$ cat config.mk
export PLATFORM = sky130hd
export DESIGN_NAME = mod_m_counter_prog
export DESIGN_NICKNAME = d
export VERILOG_FILES = /design/src/rtl/mod_m_counter_prog_pkg.sv /design/src/rtl/mod_m_counter_prog_next.sv /design/src/rtl/mod_m_counter_prog.sv
export SDC_FILE = /design/constraint.sdc
export NUM_CORES = 1
export LEC_CHECK = 0
export ABC_AREA = 1
export BUFFER_PORTS_ARGS = -buffer_cell sky130_fd_sc_hd__buf_2
export CAP_MARGIN = 20
export CORE_UTILIZATION = 25
export CTS_BUF_LIST = sky130_fd_sc_hd__clkbuf_4 sky130_fd_sc_hd__clkbuf_8 sky130_fd_sc_hd__clkbuf_16
export CTS_CLUSTER_SIZE = 30
export DETAILED_ROUTE_END_ITERATION = 12
export SYNTH_ARGS = -nofsm -noshare
export SYNTH_HDL_FRONTEND = slang
export SYNTH_HIERARCHICAL = 1
export SYNTH_SLANG_ARGS = --single-unit
$ cat constraint.sdc
create_clock -name clk -period 3.84 [get_ports clk]
set_input_delay 0.192 -clock clk [delete_from_list [all_inputs] [get_ports clk]]
set_output_delay 0.192 -clock clk [all_outputs]
set_load 0.05 [all_outputs]
$ cat src/rtl/mod_m_counter_prog_pkg.sv
// Shared types and defaults for the programmable mod-M counter family.
// Holds the one-shot FSM encoding and the width and modulus that apply after reset.
package mod_m_counter_prog_pkg;

  localparam int DEFAULT_N = 8;
  localparam int DEFAULT_M = 5;

  typedef enum logic [1:0] {
    IDLE = 2'd0,
    RUN  = 2'd1,
    DONE = 2'd2
  } state_t;

endpackage

$ cat src/rtl/mod_m_counter_prog_next.sv
// Combinational next-count and terminal-count calculator for one counter channel.
// It has no state, so several channels can share this block.
module mod_m_next #(
  parameter int N = 8
) (
  input  logic [N-1:0] count,
  input  logic [N-1:0] mod_q,
  input  logic         up_dn,
  output logic [N-1:0] next,
  output logic         terminal
);

  logic [N-1:0] top_val;

  assign top_val = mod_q - N'(1);

  always_comb begin
    next     = count;
    terminal = 1'b0;
    if (up_dn) begin
      // >= rather than == so that a count above a shrunken modulus wraps to 0.
      terminal = (count >= top_val);
      next     = terminal ? '0 : count + N'(1);
    end else begin
      // An out-of-range count is clamped to top_val. That clamp is not terminal.
      terminal = (count == '0);
      if (terminal)
        next = top_val;
      else if (count > top_val)
        next = top_val;
      else
        next = count - N'(1);
    end
  end

endmodule

$ cat src/rtl/mod_m_counter_prog.sv
// Runtime-programmable mod-M counter: writable modulus, up/down, load, free-run/one-shot.
// The IDLE/RUN/DONE FSM and all registers live here; next-count math is in mod_m_next.
module mod_m_counter_prog
  import mod_m_counter_prog_pkg::*;
#(
  parameter int N         = DEFAULT_N,
  parameter int M_DEFAULT = DEFAULT_M
) (
  input  logic         clk,
  input  logic         reset,
  input  logic         en,
  input  logic         up_dn,
  input  logic         load,
  input  logic [N-1:0] load_val,
  input  logic         mod_wr,
  input  logic [N-1:0] mod_val,
  input  logic         one_shot,
  input  logic         start,
  output logic [N-1:0] count,
  output logic         complete_tick,
  output logic         done,
  output logic [N-1:0] mod_q,
  output state_t       fsm_state
);

  state_t       state_r, state_n;
  logic [N-1:0] count_n;
  logic         done_n;
  logic [N-1:0] step_val;
  logic         terminal;
  logic [N-1:0] top_val;
  logic [N-1:0] load_clamped;
  logic         trigger;

  mod_m_next #(.N(N)) u_next (
    .count    (count),
    .mod_q    (mod_q),
    .up_dn    (up_dn),
    .next     (step_val),
    .terminal (terminal)
  );

  assign top_val       = mod_q - N'(1);
  assign load_clamped  = (load_val > top_val) ? top_val : load_val;
  assign trigger       = start & one_shot & (state_r != RUN);
  assign complete_tick = en & (state_r == RUN) & terminal & ~load;
  assign fsm_state     = state_r;

  always_comb begin
    state_n = state_r;
    count_n = count;
    done_n  = done;
    if (load) begin
      count_n = load_clamped;
    end else if (trigger) begin
      count_n = up_dn ? '0 : top_val;
      state_n = RUN;
      done_n  = 1'b0;
    end else begin
      unique case (state_r)
        IDLE: begin
          if (!one_shot) state_n = RUN;
        end
        RUN: begin
          if (en) begin
            count_n = step_val;
            if (one_shot && terminal) begin
              state_n = DONE;
              done_n  = 1'b1;
            end
          end
        end
        DONE: begin
          // en is ignored here. Leaving one-shot mode resumes from the held count.
          if (!one_shot) begin
            state_n = RUN;
            done_n  = 1'b0;
          end
        end
        default: state_n = IDLE;
      endcase
    end
  end

  always_ff @(posedge clk or negedge reset) begin
    if (!reset) begin
      state_r <= IDLE;
      count   <= '0;
      done    <= 1'b0;
    end else begin
      state_r <= state_n;
      count   <= count_n;
      done    <= done_n;
    end
  end

  // The count step above reads the old modulus, because of the register boundary.
  always_ff @(posedge clk or negedge reset) begin
    if (!reset)
      mod_q <= N'(M_DEFAULT);
    else if (mod_wr && (mod_val != '0))
      mod_q <= mod_val;
  end

endmodule

# Yosys cells after proc, flatten, opt, wreduce, memory -nomap -nowiden
# Index checks and enable logic that the tools add are counted.
# Widths: inputs -> output; s select.
# op_classes
magnitude_cmp,3
n_mul,0
n_eq_ne,7
n_shift,0
add_sub_neg,3
div,0
bitwise,6
n_mux,21
reduce_logical,12
# ops
cell,count
$mux 8,10
$gt 8x8->1,2
$sub 8x1->8 const B,2
$ne 3x3->1 const B,3
$reduce_bool 3->1,3
$add 8x1->8 const B,1
$ge 8x8->1,1
$logic_not 8->1,1
$mux 2,4
$reduce_bool 8->1,1
$and 1x1->1,5
$mux 1,5
$reduce_and 5->1,1
$pmux 2 s2,1
$reduce_and 4->1,1
$ne 3x2->1 const B,1
$eq 2x1->1 const B,1
$eq 2x2->1 const B,1
$logic_and 1x1->1,2
$logic_not 2->1,1
$ne 2x1->1 const B,1
$pmux 1 s2,1
$reduce_and 2->1,1
$reduce_or 2->1,1
$not 1->1,1
# totals
n_memories,0
mem_bits_ro,0
wordCells,56
mem_bits_rw,0
reg_bits,19
latch_bits,0
out_inout_bits,20
in_bits,24

# Longest topological paths before layout
# logic_depth
word_depth,9
mapped_depth,21
depth_no_buf,21

# Cells and area by module
# Netlist, hierarchy kept.
# by_module_without_submodules
mod,area_per_inst_um2,instances,cells_each
mod_m_counter_prog,1556.5,1,204
mod_m_next,819.5,1,144

# Least setup slack after synthesis
# No wires, ideal clock.
# synth_timing
kind,register -> output
startpoint,register mod_q[0]
endpoint,output complete_tick
setup_slack_ns,0.584
stages_incl_launch_ff,17
arrival_ns,3.064
path_cell_list,dfstp_2 > inv_1 > ha_1 > inv_1 > nor3_2 > nand2_1 > xnor2_1 > inv_1 > ha_1 > nand2_1 > nor2_1 > nand4_1 > nand2_1 > o21ai_0 > inv_1 > nand2_1 > nor2_1
# synth_via
elab_chain_cells,5
# synth_lines
element,line,rtl
"start, declared",mod_m_counter_prog.sv:22,"output logic [N-1:0] mod_q,"
"start signal, assigned",mod_m_counter_prog.sv:100,mod_q <= N'(M_DEFAULT);
"start signal, assigned",mod_m_counter_prog.sv:102,mod_q <= mod_val;
$sub 8x1->8,mod_m_counter_prog_next.sv:15,assign top_val = mod_q - N'(1);
$ge 8x8->1,mod_m_counter_prog_next.sv:22,terminal = (count >= top_val);
$mux 1,mod_m_counter_prog_next.sv:20,if (up_dn) begin
via terminal,mod_m_counter_prog.sv:30,logic terminal;
$and 1x1->1 (2 in series),mod_m_counter_prog.sv:46,assign complete_tick = en & (state_r == RUN) & terminal & ~load;
"end, declared",mod_m_counter_prog.sv:20,"output logic complete_tick,"
# The timed path passes the listed nets, and every way through them passes these cells.

# Worst setup path in the final report
# Same ends and word-level chain as after synthesis.

==> results by group <==
Status
  • Outcome: finished, final reports clean

Route
  • Drt pass-1 iters: 5
  • Final ANT Viol Nets: 0
  • Residual DRC: 0
  • M1 WL: roughly 3200 µm
  • Vias per cell: 4.50
  • Metal2 WL: 2890 µm
  • Vias: about 2,400
  • Post-DR wirelength/cell: 12.4 µm
  • Uppermost layer routed: met4
  • 1st-iter DRT viols: 136
  • Met3 Wirelength: 338 µm
  • WL final: 6480 µm

Power and ir drop
  • Power Density: 590 mW/mm²
  • Switching Share: 58.7%
  • Int Pwr: 681 µW
  • Part of the power in the clock network: 8.7%
  • Net Sw Power: 967 µW
  • P_leak: ~1.4 nW
  • Combinational Power Share: approximately 68%
  • Seq pwr share: 23.4%
  • Worst vdd ir: 0.177 mV

Timing
  • Sum of negative setup slack: 0 ps
  • Worst Clk Skew: approximately 8.3 ps
  • Final hold violations: 0
  • Final Max Tran Viols: 0
  • RSZ-0062 raised after global routing: false
  • Worst slew pin tran: 798 ps
  • Setup-failing EPs final: 0
  • Post-route clock period utilization: 83.6%
  • Post-layout min period: 3210 ps
  • Fmax: 312 MHz
  • Slew margin rel.: a little under half

Placed design
  • RePlAce Congestion: between 0.8 and 0.9
  • Port bufs: 43
  • HPWL after DPL: between 5000 and 6000 µm

GRT
  • Largest net degree at the start of global routing: 20
  • Total grt overflow: 0
  • Number of global-route vias before repair: 2,259
  • Global Route Usage Sum: between 10% and 20%
  • First-pass GRT wire length: around 11,000 µm
  • Antenna violations before repair: 0

Job
  • Max cap viols: 0

Setup path
  • Crit path from: mod_q[0]
  • Cell Chain, Critical Path: inv_1 > ha_1 > inv_1 > nor3_2 > nand2_1 > xnor2_1 > inv_1 > ha_1 > nand2_1 > nor2_1 > nand4_1 > nand2_1 > o21ai_0 > inv_1 > nand2_1 > nor2_1 > buf_2
  • Arr. time, crit path: ~3000 ps
  • Worst reg-to-reg setup slack: 750 ps
  • Startpoint types: flop
  • Max FO, Critical Path: 6
  • Reg2reg end: fsm_state[1]
  • Req. time, crit path: 3650 ps
  • Crit path kind: flop to output port
  • Crit Reg-Reg Startpoint: mod_q[0]
  • CP endpoint kind: output port
  • FF-to-FF path depth: 20
  • Slowest cell on the critical path: dfstp_2
  • Worst setup path endpoint: complete_tick
  • Crit-path max cell delay: ~570 ps

Synth
  • Unique masters post-synth: 37
  • Leading area contributor after synthesis: dfrtp_1
  • Net Count, Synth: 391
  • Post-synthesis instance total: 348
  • Mean Syn Cell Area: 6.83 µm²
  • Synth top area cells: dfrtp_1 (18%), nand2_1 (10%), ha_1 (10%), inv_1 (9.0%), nand3_1 (8.0%)
  • Netlist area before placement: 0.00238 mm²
  • Yosys Warn Count: 6
  • Post-synth top area share: 17.9%
  • FF+latch count, synth: 19
  • Sequential share of the synthesized area: 20.1%

CTS
  • CTS Buf Count: 3
  • Clock-pin slew of the registers on the worst-case setup and hold paths: approximately 70 ps
  • Setup Fix Bufs, Post-CTS: 0
  • Root buf cell: clkbuf_8
  • H-tree lvl count: 1
  • Clock Latency Late Sink: 260 ps
  • Post_cts resized: 0
  • Max Buffers Root-to-Sink: 2
  • Num Clock Sinks: 19
  • CTS tree: built
  • Post-CTS Hold Buffers: 1

Cells and area
  • Layout cells sized above 1: 24.9%
  • Layout Area Growth over Synthesis: 17.5%
  • Nets: between 400 and 500
  • Util after Layout: between 30% and 40%
  • Antenna cells: 0

Hold path
  • HP Class: primary input to flop
  • Worst hold start: mod_val[0]

Floorplanning
  • Die H: 99.5 µm
  • Number of cell rows: 35
  • I/O pins: 44
  • Die extent in x: 99.5 µm
  • Initial Util: about a quarter
  • Core ar.: ~0.0092 mm²
  • Die area: about 0.01 mm²
-- flip-flops by register name, indices dropped and copies added, names as in the netlist --
name,flops
fsm_state,2
count,8
mod_q,8
done,1
-- power by group through the flow --
stage	sequential, mW	combinational [mW]	clock (mW)
after global routing	0.397	1.26	0.153
after CTS	0.387	1.12	0.148
final	0.386	1.12	0.143
after detailed placement	0.391	1.11	0
after global placement	0.391	1.10	0
after floorplan	0.558	0.666	0
-- final cells by class --
type,instances,area [µm²]
fillers,1019,6450
multi-input cells,267,1660
flip-flops and latches,19,478
repair buffers,44,225
inverters,60,225
well taps,129,161
clock buffers,3,41.3
clock inverters,1,5.00
-- per-stage QoR --
step	power, mW	instances	area [µm²]	hold WS [ps]	setup WS [ps]
6_report	1.65	523	2790	183	630
5_1_grt	1.81	523	2790	210	260
3_3_place_gp	1.49	518	2740	178	889
2_1_floorplan	1.22	348	2380	-104	584
4_1_cts	1.65	523	2790	174	586
3_5_place_dp	1.50	518	2740	182	766
-- worst min-delay path by stage --
stage / to / slack (ps) / cells past startpoint
finish: mod_q[0] / 180 / 3
global route: mod_q[2] / 210 / 3
CTS: mod_q[0] / 170 / 3
detailed placement: count[4] / 180 / 1
global placement: count[4] / 180 / 1
floorplan: count[0] / -100 / 0
-- placed cells by master, fill, tap and decap left out --
cell / count
nand2_1: 66
inv_1: 57
buf_2: 43
nand3_1: 38
nor2_1: 32
o21ai_0: 23
ha_1: 19
dfrtp_1: 17
nand2_2: 12
nand3_2: 10
xor2_1: 9
a21oi_2: 9
xnor2_1: 7
nand4_1: 7
a21oi_1: 5
nor2_2: 4
nand2_4: 4
nor2_4: 3
a211oi_1: 3
clkbuf_8: 3
nor3_1: 2
a221oi_1: 2
dfstp_2: 2
inv_2: 2
o21bai_1: 1
nand3b_4: 1
nand2_8: 1
nor4_1: 1
o21ai_1: 1
o31a_1: 1
clkinv_2: 1
dlygate4sd3_1: 1
nor3_2: 1
a21o_1: 1
nand4_4: 1
clkinv_1: 1
o211ai_1: 1
nand3b_1: 1
or2_2: 1
-- cells by family (layout without fill, tap and decap cells) --
logic type	Yosys count	after routing	synth area share, %
buf+inv	62	108	10.2
fa+ha+maj	19	19	10.0
flops	19	19	20.1
simple gates	185	185	41.3
xor+xnor	16	16	5.90
compound gates	47	47	12.4
-- routing by layer --
metal / GRT usage [%] / up-vias
met5: 0 / -
met4: 2.26 / 0
met3: 1.69 / 4
met2: 22.8 / 64
met1: 19.1 / 1050
li1: - / 1233
-- cell usage after synthesis --
| cell | instances |
|---|---|
| nand4_1 | 7 |
| nor2_2 | 4 |
| nand2_4 | 4 |
| xnor2_1 | 7 |
| clkinv_1 | 1 |
| nor3_2 | 1 |
| nor3_1 | 2 |
| a21oi_2 | 9 |
| clkbuf_1 | 1 |
| nand2_1 | 66 |
| or2_2 | 1 |
| nand3b_1 | 1 |
| o31a_1 | 1 |
| o211ai_1 | 1 |
| nand3_1 | 38 |
| a211oi_1 | 3 |
| a21oi_1 | 5 |
| a21o_1 | 1 |
| nand3_2 | 10 |
| o21ai_0 | 23 |
| dfstp_2 | 2 |
| nand2_8 | 1 |
| xor2_1 | 9 |
| o21ai_1 | 1 |
| nor4_1 | 1 |
| nand3b_4 | 1 |
| ha_1 | 19 |
| inv_2 | 2 |
| nand2_2 | 12 |
| o21bai_1 | 1 |
| nor2_4 | 3 |
| inv_1 | 57 |
| dfrtp_1 | 17 |
| a221oi_1 | 2 |
| clkbuf_8 | 1 |
| nor2_1 | 32 |
| nand4_4 | 1 |
-- worst max-delay path: cells and delay by family, from the launching register on --
family	cells	cell delay, ps
buffers and inverters	5	630
adder cells (fa/ha/maj)	2	520
flip-flops	1	570
XOR/XNOR	1	110
AO/OA/AOI/OAI	1	120
AND/OR/NAND/NOR	8	810
Note: power is estimated with default switching activity, not from simulation.
